## src/rtl/cpu_types_pkg.sv

```systemverilog
// Shared CPU types: machine word, opcode encoding and the fetch-queue entry layout.
// fetch_queue imports this package and takes HALT, word_t and fetch_entry_t from it.
package cpu_types_pkg;

    typedef logic [31:0] word_t;

    typedef enum logic [5:0] {
        RTYPE = 6'b000000,
        J     = 6'b000010,
        JAL   = 6'b000011,
        BEQ   = 6'b000100,
        BNE   = 6'b000101,
        ADDIU = 6'b001001,
        LW    = 6'b100011,
        SW    = 6'b101011,
        HALT  = 6'b111111
    } opcode_t;

    typedef struct packed {
        word_t instr;
        word_t pc_add4;
    } fetch_entry_t;

    localparam int FETCHQ_DEPTH_DEFAULT = 4;

endpackage

```

## src/rtl/fetch_queue_mem.sv

```systemverilog
// Entry storage for the fetch queue: one registered write port and one
// asynchronous read port. The array has no reset; validity is tracked by the parent.
module fetch_queue_mem
    import cpu_types_pkg::*;
#(
    parameter int DEPTH = FETCHQ_DEPTH_DEFAULT
) (
    input  logic                       CLK,
    input  logic                       wen,
    input  logic [$clog2(DEPTH)-1:0]   waddr,
    input  fetch_entry_t               wdata,
    input  logic [$clog2(DEPTH)-1:0]   raddr,
    output fetch_entry_t               rdata
);

    fetch_entry_t mem_reg [DEPTH];

    always_ff @(posedge CLK) begin
        if (wen) begin
            mem_reg[waddr] <= wdata;
        end
    end

    assign rdata = mem_reg[raddr];

endmodule

```

## src/rtl/fetch_queue.sv

```systemverilog
// Instruction fetch buffer between the imem port and IF/ID: owns the fetch PC,
// queues {instr, pc+4}, handles redirect flush and HALT. Optional FETCHQ_BYPASS_EN.
module fetch_queue
    import cpu_types_pkg::*;
#(
    parameter int          DEPTH   = FETCHQ_DEPTH_DEFAULT,
    parameter logic [31:0] PC_INIT = 32'h0,
    parameter int          WORD_W  = 32
) (
    input  logic                       CLK,
    input  logic                       nRST,
    output logic                       imemREN,
    output logic [WORD_W-1:0]          imemaddr,
    input  logic                       ihit,
    input  logic [WORD_W-1:0]          imemload,
    input  logic                       deq,
    output logic                       inst_valid,
    output logic [WORD_W-1:0]          inst_out,
    output logic [WORD_W-1:0]          pc_add4_out,
    input  logic                       flush,
    input  logic [WORD_W-1:0]          redirect_pc,
    output logic [$clog2(DEPTH):0]     count,
    output logic                       halted
);

    localparam int PW = $clog2(DEPTH);
    localparam int CW = PW + 1;

    word_t          pc_reg, pc_next;
    logic [PW-1:0]  rptr_reg, rptr_next;
    logic [PW-1:0]  wptr_reg, wptr_next;
    logic [CW-1:0]  count_reg, count_next;
    logic           halted_reg, halted_next;

    word_t          pc_add4;
    logic           q_valid;
    logic           push;
    logic           pop;
    logic           bypass;
    logic           store;
    logic           is_halt;
    fetch_entry_t   wentry;
    fetch_entry_t   head;

    assign pc_add4  = pc_reg + 32'd4;
    assign q_valid  = (count_reg != '0);
    assign imemREN  = !halted_reg && (count_reg < CW'(DEPTH));
    assign push     = ihit && imemREN && !flush;
    assign pop      = deq && q_valid;
    assign is_halt  = (opcode_t'(imemload[31:26]) == HALT);

`ifdef FETCHQ_BYPASS_EN
    // Empty queue and decode ready: hand the fetched word straight through.
    assign bypass = push && deq && !q_valid;
`else
    assign bypass = 1'b0;
`endif

    assign store         = push && !bypass;
    assign wentry.instr   = imemload;
    assign wentry.pc_add4 = pc_add4;

    fetch_queue_mem #(
        .DEPTH (DEPTH)
    ) u_mem (
        .CLK   (CLK),
        .wen   (store),
        .waddr (wptr_reg),
        .wdata (wentry),
        .raddr (rptr_reg),
        .rdata (head)
    );

    always_comb begin
        pc_next     = pc_reg;
        rptr_next   = rptr_reg;
        wptr_next   = wptr_reg;
        count_next  = count_reg;
        halted_next = halted_reg;
        if (flush) begin
            // Redirect squashes everything, including a HALT fetched on the wrong path.
            pc_next     = redirect_pc;
            rptr_next   = '0;
            wptr_next   = '0;
            count_next  = '0;
            halted_next = 1'b0;
        end else begin
            if (push) begin
                pc_next = pc_add4;
                if (is_halt) begin
                    halted_next = 1'b1;
                end
            end
            if (store) begin
                wptr_next = wptr_reg + 1'b1;
            end
            if (pop) begin
                rptr_next = rptr_reg + 1'b1;
            end
            case ({store, pop})
                2'b10:   count_next = count_reg + 1'b1;
                2'b01:   count_next = count_reg - 1'b1;
                default: count_next = count_reg;
            endcase
        end
    end

    always_ff @(posedge CLK or negedge nRST) begin
        if (!nRST) begin
            pc_reg     <= PC_INIT;
            rptr_reg   <= '0;
            wptr_reg   <= '0;
            count_reg  <= '0;
            halted_reg <= 1'b0;
        end else begin
            pc_reg     <= pc_next;
            rptr_reg   <= rptr_next;
            wptr_reg   <= wptr_next;
            count_reg  <= count_next;
            halted_reg <= halted_next;
        end
    end

    always_comb begin
        inst_valid  = q_valid;
        inst_out    = q_valid ? head.instr : '0;
        pc_add4_out = q_valid ? head.pc_add4 : '0;
        if (bypass) begin
            inst_valid  = 1'b1;
            inst_out    = imemload;
            pc_add4_out = pc_add4;
        end
    end

    assign imemaddr = pc_reg;
    assign count    = count_reg;
    assign halted   = halted_reg;

endmodule

```

## config.mk

```make
export PLATFORM = sky130hd
export DESIGN_NAME = fetch_queue
export DESIGN_NICKNAME = d
export VERILOG_FILES = /design/src/rtl/cpu_types_pkg.sv /design/src/rtl/fetch_queue_mem.sv /design/src/rtl/fetch_queue.sv
export SDC_FILE = /design/constraint.sdc
export NUM_CORES = 1
export LEC_CHECK = 0
export CAP_MARGIN = 40
export CELL_PAD_IN_SITES_DETAIL_PLACEMENT = 1
export CELL_PAD_IN_SITES_GLOBAL_PLACEMENT = 2
export CORE_MARGIN = 4
export CORE_UTILIZATION = 34
export CTS_CLUSTER_DIAMETER = 60
export DETAILED_ROUTE_END_ITERATION = 6
export GPL_TIMING_DRIVEN = 0
export PLACE_DENSITY = 0.77
export SYNTH_ARGS = -nofsm -noshare
export SYNTH_HDL_FRONTEND = slang
export SYNTH_SLANG_ARGS = --single-unit
```

## constraint.sdc

```tcl
create_clock -name CLK -period 7 [get_ports CLK]
set_clock_uncertainty 0.05 [all_clocks]
set_input_delay 1.4 -clock CLK [delete_from_list [all_inputs] [get_ports CLK]]
set_output_delay 1.4 -clock CLK [all_outputs]
set_load 0.005 [all_outputs]
```

* Word-level counts from Yosys, hierarchy flattened
Memory sizes are Yosys's and may differ from the RTL's.
Index checks and enable logic that the tools add are counted.
** Cells by class
- Add/sub/neg operators :: 5
- $lt $le $gt $ge :: 1
- Equality and inequality tests :: 3
- Muxes and demuxes :: 15
- Reduce and logical (&&, ||, !) cells :: 12
** Operator list (number)
- 32-bit 2-to-1 mux :: 4
- 32-bit by 3-bit adder with 32-bit output, second input constant :: 1
- 2-bit 2-to-1 mux :: 4
- 6-bit == test, second input constant :: 1
- 3-bit case mux with 2 select lines :: 1
- 2-bit nonzero test :: 3
- 3-bit nonzero test :: 2
- 1-bit 2-to-1 mux :: 5
- 2-bit by 1-bit adder with 2-bit output, second input constant :: 2
- 1-bit logical AND :: 4
- 3-bit by 1-bit adder with 3-bit output, second input constant :: 1
- 3-bit < comparator, second input constant :: 1
- 3-bit 2-to-1 mux :: 1
- 3-bit by 1-bit subtractor with 3-bit output, second input constant :: 1
- 2-bit by 1-bit == test with 1-bit output, second input constant :: 1
- 2-bit == test, second input constant :: 1
- 1-bit logical NOT :: 2
- 2-bit AND reduction :: 1
** Storage, ports and cells
- Bits in registers :: 40
- Bits in writable memories :: 256
- Logic and storage cells :: 42
- Memories kept :: 1
** Memory list
- u_mem.mem_reg :: depth 4, width 64, read ports 1, clocked after Yosys merged registers in 0, write ports 1, RTL line fetch_queue_mem.sv:16 : fetch_entry_t mem_reg [DEPTH];

* Logic depth before layout (Yosys ltp)
Gate-level depths: netlist of the first run.
- Depth in word-level cells :: 7
- Gate-level depth with buffers :: 9
- Mapped depth without buffers :: 6

* By module
Synthesis of the first run repeated with hierarchy kept, for this count alone.
** Unflattened totals
- Cells, all modules :: 753
- Area, all modules :: 12618.4 sq um
** By module, submodules not included
- fetch_queue_mem :: instances 1, cells each 338, area each 9341.5 sq um
- fetch_queue :: instances 1, cells each 415, area each 3276.9 sq um

* Worst setup path before layout of the first run
Ideal clock, no wire load.
- Path type :: in2reg
- Start point :: input port ihit
- End point :: memory u_mem.mem_reg[0][0] (netlist name), enable pin
- Library setup time :: 429 ps
- Data arrival time :: 3849 ps
- Required time :: 6521 ps
- Slack :: 2672 ps
- Cell stages on the path :: 4
- Buffers on the path :: 2
- Cell sequence :: nor3b_1 -> clkbuf_1 -> clkbuf_1 -> and3_1
** Between the ends
- Word-level cells in the longest chain between the ends :: 4
** Ends and longest elaborated chain
- start: declaration :: RTL line fetch_queue.sv:14 : input logic ihit,
- 1-bit logical AND (2 in series) :: RTL line fetch_queue.sv:48 : assign push = ihit && imemREN && !flush;
- 1-bit 2-to-1 mux :: RTL line fetch_queue_mem.sv:19 : if (wen) begin
- 1-bit 2-to-1 mux (not written as such) :: RTL line fetch_queue_mem.sv:20 : mem_reg[waddr] <= wdata;
- end: declaration :: RTL line fetch_queue_mem.sv:16
Every way passes these cells.

* Worst setup path in the final report of the first run
- Start point :: register rptr_reg[1]
- End point :: output port pc_add4_out[5]
** Between the ends
- Word-level cells in the longest chain between the ends :: 2
** Ends and longest elaborated chain
- start: declaration :: RTL line fetch_queue.sv:30 : logic [PW-1:0] rptr_reg, rptr_next;
- start signal: assignment :: RTL line fetch_queue.sv:117 : rptr_reg <= rptr_next;
- memory 4 x 64 bit
- 32-bit 2-to-1 mux :: RTL line fetch_queue.sv:127 : pc_add4_out = q_valid ? head.pc_add4 : '0;
- end: declaration :: RTL line fetch_queue.sv:19 : output logic [WORD_W-1:0] pc_add4_out,
Every way passes these cells.

==> metrics.md, run 1 <==
| Metric | Value |
|---|---|
| Status | complete, no violations |
| HPWL reported at the end of detailed placement | 21.9 mm |
| Combinational family with the most area after synthesis | multiplexers |
| Dpl cell area | 0.0149 mm^2 |
| Max clock buf depth | 3 |
| CTS H-tree lvls | 2 |
| Simple-gate area share of the yosys netlist | 0.101 |
| Min-Delay Startpoint | imemaddr[1] |
| Maximum VDD drop | 0.177 mV |
| Post-synth top cells | edfxtp_1, and2_1, mux4_2, dfrtp_1, nor2_1 |
| Post-synth top area share | 0.616 |
| Fraction of registers with async set/reset | 0.135 |
| Synth Flop Type | edfxtp_1 |
| Max-Cap Viols | 0 |
| Top-count cell post-synth | edfxtp_1 |
| Rows | 69 |
| Final ANT Viol Nets | 0 |
| Crit-path slowest cell | clkbuf_1 |
| Nets | 1037 |
| Compound-cell area share of the yosys netlist | 0.0275 |
| Gate power share | 0.297 |
| FF-to-FF End | count[2] |
| Crit-path cells | clkbuf_1 > clkbuf_1 > mux4_2 > and2_1 > clkdlybuf4s50_1 |
| Post-route design area | 0.0161 mm^2 |
| Distinct cells, synth | 42 |
| Root Driver | clkbuf_16 |
| Largest register FFs | 256 |
| Top delay family on crit path | buffers and inverters |
| Worst reg2reg path startpoint | count[2] |
| Layout fillers | 3553 |
| Total Neg Setup Slack | 0 ps |
| Worst setup path class | reg -> out |
| WHS Endpoint | u_mem.mem_reg[3][1] |
| Number of buffers created by CTS | 37 |
| Total wire length | 32.6 mm |
| Post-CTS Setup Repair Bufs | 0 |
| Clock power share | 0.324 |
| Mean Syn Cell Area | 16.7 um^2 |
| Final RePlAce weighted congestion | 0.762 |
| Cell Area, Synth | 0.0125 mm^2 |
| Multi-input logic area | 0.00356 mm^2 |
| Share of layout cells above drive strength 1 | 0.155 |
| Buf/Inv on CP | 3 |
| Crit. End Element | output port |
| Switching power | 1570 uW |
| Initial antenna violation count | 0 |
| Sw frac | 0.276 |
| Reg2reg path depth | 8 |
| Post-synthesis sequential area ratio | 0.696 |
| Cts repair resizes | 0 |
| Die area | 0.0398 mm^2 |
| Layout area overhead | 29.2% |
| Die H | 200 um |
| Slew HR | 0.439 |
| DRT Pass-1 Iters | 5 |
| Post-DR wirelength/cell | 22.5 um |
| Via density | 5.09 |
| Final period utilization | 0.665 |
| Mapped Nets | 822 |
| Cell taking the most area after synthesis | edfxtp_1 |
| Fin. Hold Viols | 0 |
| Final Slew Violations | 0 |
| CP max FO | 10 |
| Synthesized instance count | 747 |
| Synth Area in XOR/XNOR | 0.0295 |
| CTS sink count | 296 |
| Hold buffers post-CTS | 0 |
| Crit path required time | 5550 ps |
| Crit path depth | 5 |
| Final setup violation count | 0 |
| Hold/Removal Path Class | reg -> reg |
| First-pass GRT wire length | 49.5 mm |
| Hold depth | 0 |
| Core Region | 0.0359 mm^2 |
| RSZ-0062 raised after global routing | no |
| DRT iter0 DRCs | 429 |
| Worst Path Arrival | 3210 ps |
| Most used cell, CP | clkbuf_1 |
| Worst Tran Pin Value | 842 ps |
| Mux cell area share after synthesis | 0.119 |
| IO buf count | 169 |
| Clk Latency, worst-skew pair | 520 ps |
| Minimum clock period | 4660 ps |
| P_int | 4120 uW |
| Yosys warning total | 0 |
| Highest clock rate | 215 MHz |
| Sequential group share of total power | 0.379 |
| FF-to-FF setup slack | 3640 ps |
| TritonCTS clock tree | done |
| Power Density | 353 mW/mm^2 |
| Clock transition at path regs | 60 ps |
| EDFF count, synth | 256 |
| Main area contributors after synthesis | edfxtp_1, mux4_2, dfrtp_1 |
| GRT Overall Usage | 0.164 |
| Vias in the first global route | 7895 |
| Yosys reg bits | 296 |
| Leakage | 0.00525 uW |
| Starting Density | 0.347 |
| Register Area | 0.00869 mm^2 |
| Num ports | 171 |
| Largest net degree at the start of global routing | 53 |
| Fraction of the mapped netlist area in adder cells | 0.00662 |
| Critical path's largest stage delay | 640 ps |
| ANT cells | 0 |
| Grt total ovfl | 0 |
| Die width | 200 um |
| Startpoint Class | flop |
| DRC viols | 0 |
| Via count | 7387 |
## final cells by class
type | instances | area share
inverter | 8 | 0.00186
sequential | 296 | 0.539
clock inverter | 23 | 0.0151
buffer | 48 | 0.0134
multi-input combinational | 395 | 0.221
clock buffer | 45 | 0.0593
timing repair buffer | 176 | 0.115
tap | 461 | 0.0358
## layout by cell type, fill, tap and decap left out, types with 19 or more instances in the layout
| cell | count |
|---|---|
| and2_1 | 66 |
| mux4_2 | 64 |
| clkbuf_1 | 35 |
| nand3_1 | 19 |
| xnor2_1 | 27 |
| edfxtp_1 | 256 |
| clkbuf_16 | 37 |
| clkdlybuf4s50_1 | 168 |
| nor2_1 | 38 |
| nand2_1 | 31 |
| dfrtp_1 | 40 |
## worst reg2reg max path, stage by stage (launching register included)
cell      delay, ps
dfrtp_1         490
nor3b_1         460
clkbuf_1        560
clkbuf_1        530
a21oi_1         190
fa_1            450
a21o_1          170
a221oi_1        260
nor2_1           70
## through the flow
| stage | utilization | setup slack, ps | power [uW] | hold WS (ps) | instances |
|---|---|---|---|---|---|
| detailed placement | 0.415 | 2220 | 3930 | 486 | 1384 |
| CTS | 0.449 | 2280 | 5800 | 500 | 1452 |
| finish | 0.449 | 2340 | 5690 | 501 | 1452 |
| global route | 0.449 | 2170 | 5990 | 542 | 1452 |
| global placement | 0.411 | 87.7 | 3880 | 475 | 1377 |
| floorplan | - | 2670 | 3000 | 444 | 747 |
## metal layers
layer / GRT usage / routed length, um
met1: 0.228 / 14400
met2: 0.270 / 15900
met3: 0.0332 / 1830
met4: 0.0312 / 420
met5: 0 / 0
## cell families after synthesis
logic type	count (synthesis)
AOI/OAI and AO/OA	54
and+or+nand+nor	225
adders and majority gates	6
muxes	68
DFF	296
buffers and inverters	56
xor gates and xnor gates	42
## power groups by stage
| stage | Clock [uW] | Combinational, uW | Sequential, uW |
|---|---|---|---|
| 3_3_place_gp | 0 | 1680 | 2200 |
| 4_1_cts | 1900 | 1750 | 2160 |
| 3_5_place_dp | 0 | 1740 | 2190 |
| 6_report | 1840 | 1690 | 2150 |
| 2_1_floorplan | 0 | 831 | 2170 |
| 5_1_grt | 1980 | 1840 | 2170 |
## worst max path at each step
stage	startpoint	slack (ps)	end
floorplan	ihit	2670	u_mem.mem_reg[0][0]
global placement	ihit	90	u_mem.mem_reg[0][39]
detailed placement	ihit	2220	u_mem.mem_reg[3][17]
CTS	rptr_reg[1]	2280	pc_add4_out[5]
global route	rptr_reg[1]	2170	pc_add4_out[5]
finish	rptr_reg[1]	2340	pc_add4_out[5]
Note: power is estimated with default switching activity, not from simulation.
==> inputs of run 2 (changes only) <==
--- a/config.mk
+++ b/config.mk
@@ -13,7 +13,7 @@
 export CTS_CLUSTER_DIAMETER = 60
 export DETAILED_ROUTE_END_ITERATION = 6
 export GPL_TIMING_DRIVEN = 0
-export PLACE_DENSITY = 0.77
+export PLACE_DENSITY = 0.8
 export SYNTH_ARGS = -nofsm -noshare
 export SYNTH_HDL_FRONTEND = slang
 export SYNTH_SLANG_ARGS = --single-unit
==> constraint.sdc (replaced) <==
create_clock -name CLK -period 4 [get_ports CLK]
set_clock_uncertainty 0.05 [all_clocks]
set_input_delay 0.8 -clock CLK [delete_from_list [all_inputs] [get_ports CLK]]
set_output_delay 0.8 -clock CLK [all_outputs]
set_load 0.005 [all_outputs]
==> run 2 against run 1 <==
Routed wire length decreased by 2.3%. Worst setup slack got worse by 2100 ps. Non-clock buffer count decreased by 2. Die area unchanged. Design area decreased by 0.32%. Sequential share of layout area increased by 0.17 points. First-iteration DRC count decreased by 29%. Flip-flop and latch count unchanged. Sequential power increased by 76%. Via count decreased by 0.91%. Final cell count decreased by 0.41%. Critical endpoint is now pc_add4_out[8]. Highest routed layer unchanged.
==> metrics.md, run 2 (synthesis results as in run 1) <==
| Metric | Value |
|---|---|
| Status | complete, no violations |
| Leading cell type in the layout, fill and taps excluded | edfxtp_1 |
| Crit. End Element | output port |
| Worst Tran Pin Value | 813 ps |
| Die H | 200 um |
| CP max FO | 11 |
| Maximum VDD drop | 0.237 mV |
| TritonCTS clock tree | done |
| Starting Density | 0.347 |
| Post-Place Cells | 1384 |
| Startpoint Class | flop |
| Die area | 0.0398 mm^2 |
| IO buf count | 169 |
| Final RePlAce weighted congestion | 0.761 |
| Dpl cell area | 0.0149 mm^2 |
| DRT iter0 DRCs | 303 |
| Max clock buf depth | 3 |
| GRT Overall Usage | 0.161 |
| Final period utilization | 0.937 |
| Crit path required time | 3150 ps |
| Final ANT Viol Nets | 0 |
| First-pass GRT wire length | 48.7 mm |
| Minimum clock period | 3750 ps |
| FF-to-FF setup slack | 490 ps |
| Vias in the first global route | 7971 |
| Slew HR | 0.454 |
| FF-to-FF End | count[2] |
| Crit-path slowest cell | dfrtp_1 |
| Clk Latency, worst-skew pair | 510 ps |
| Largest net degree at the start of global routing | 49 |
| Post-route design area | 0.0161 mm^2 |
| Hold/Removal Path Class | in -> async |
| Post-DR wirelength/cell | 22.0 um |
| Reg2reg path depth | 8 |
| Total wire length | 31.8 mm |
| Number of buffers created by CTS | 35 |
| Fin cells | 1446 |
| DRT Pass-1 Iters | 4 |
| Via count | 7320 |
| Power Density | 614 mW/mm^2 |
| Crit. Startpoint | rptr_reg[1] |
| Initial antenna violation count | 0 |
| Root Driver | clkbuf_16 |
| Final Slew Violations | 0 |
| Layout area overhead | 28.8% |
| Most frequent cells in the layout | edfxtp_1, clkdlybuf4s50_1, and2_1 |
| Post-CTS Setup Repair Bufs | 0 |
| Die width | 200 um |
| Critical path's largest stage delay | 730 ps |
| Leakage | 0.00524 uW |
| CTS H-tree lvls | 2 |
| Largest register FFs | 256 |
| Num ports | 171 |
| Worst Path Arrival | 2900 ps |
| Worst reg2reg path startpoint | count[2] |
| Rows | 69 |
| ANT cells | 0 |
| Via density | 5.06 |
| Grt total ovfl | 0 |
| Clock transition at path regs | 60 ps |
| CTS sink count | 296 |
| HPWL reported at the end of detailed placement | 22.1 mm |
| Crit-path cells | clkbuf_1 > mux4_2 > and2_1 > clkdlybuf4s50_1 |
| Share of layout cells above drive strength 1 | 0.156 |
| Fin. Hold Viols | 0 |
| Final setup violation count | 0 |
| Highest clock rate | 267 MHz |
| DRC viols | 0 |
| Worst setup path class | reg -> out |
| Max-Cap Viols | 0 |
| Nets | 1033 |
| Core Region | 0.0359 mm^2 |
| RSZ-0062 raised after global routing | no |
[run 2: changes by cell type in the layout (fill, tap and decap cells not counted), sizes merged]
cell,before,now
clkinvlp,2,1
inv,13,11
buf,28,27
bufinv,3,4
clkbuf,73,68
clkinv,13,15
[run 2: worst max-delay path by stage]
stage | to | slack, ps | cells after the start
after floorplan | u_mem.mem_reg[0][0] | 270 | 4
after global placement | u_mem.mem_reg[0][43] | -2250 | 5
after detailed placement | u_mem.mem_reg[0][38] | -200 | 6
after CTS | pc_add4_out[9] | 100 | 5
after global routing | pc_add4_out[16] | 20 | 5
final | pc_add4_out[8] | 250 | 4
[run 2: metrics by stage]
stage / TNS (ps) / util / hold WS, ps / worst slack [ps] / power, uW
floorplan: 0 / - / 444 / 272 / 5260
global placement: -557080 / 0.411 / 484 / -2250 / 6770
detailed placement: -27580 / 0.415 / 503 / -201 / 6870
CTS: 0 / 0.447 / 108 / 99.2 / 10100
global route: 0 / 0.447 / 122 / 18.8 / 10400
finish: 0 / 0.447 / 124 / 252 / 9860
[run 2: report_power, final]
part,leakage [uW],switching (uW),internal [uW],total [uW]
combinational,0.00188,1300,1620,2920
sequential,0.00280,130,3640,3780
clock,0.000566,1250,1920,3170
total,0.00524,2680,7190,9860
[run 2: per-layer routing]
metal	vias up	routed length [um]	share of wire	track usage
li1	3338	-	-	-
met1	3775	13900	0.44	0.218
met2	169	15700	0.49	0.271
met3	38	1730	0.054	0.0325
met4	0	520	0.016	0.0345
met5	-	0	0	0
[run 2: critical path: cells and delay by family (launching register included)]
kind / cells / cell delay (ps)
buffers and inverters: 2 / 1040
flip-flops: 1 / 730
AND/OR/NAND/NOR: 1 / 200
multiplexers: 1 / 410
[run 2: repair_timing]
action,in CTS,in global routing
hold endpoints to repair,0,0
endpoints found under the setup margin,47,2
gates cloned,0,0
gates resized for setup,1,1
hold buffers,0,0
[run 2: final cells by class]
| type | instances | area (um^2) |
|---|---|---|
| multi-input cells | 395 | 3560 |
| repair buffers | 176 | 1840 |
| inverters | 8 | 30.0 |
| clock buffers | 41 | 920 |
| flip-flops and latches | 296 | 8690 |
| fillers | 3529 | 19800 |
| clock inverters | 23 | 239 |
| plain buffers | 46 | 213 |
| well taps | 461 | 577 |
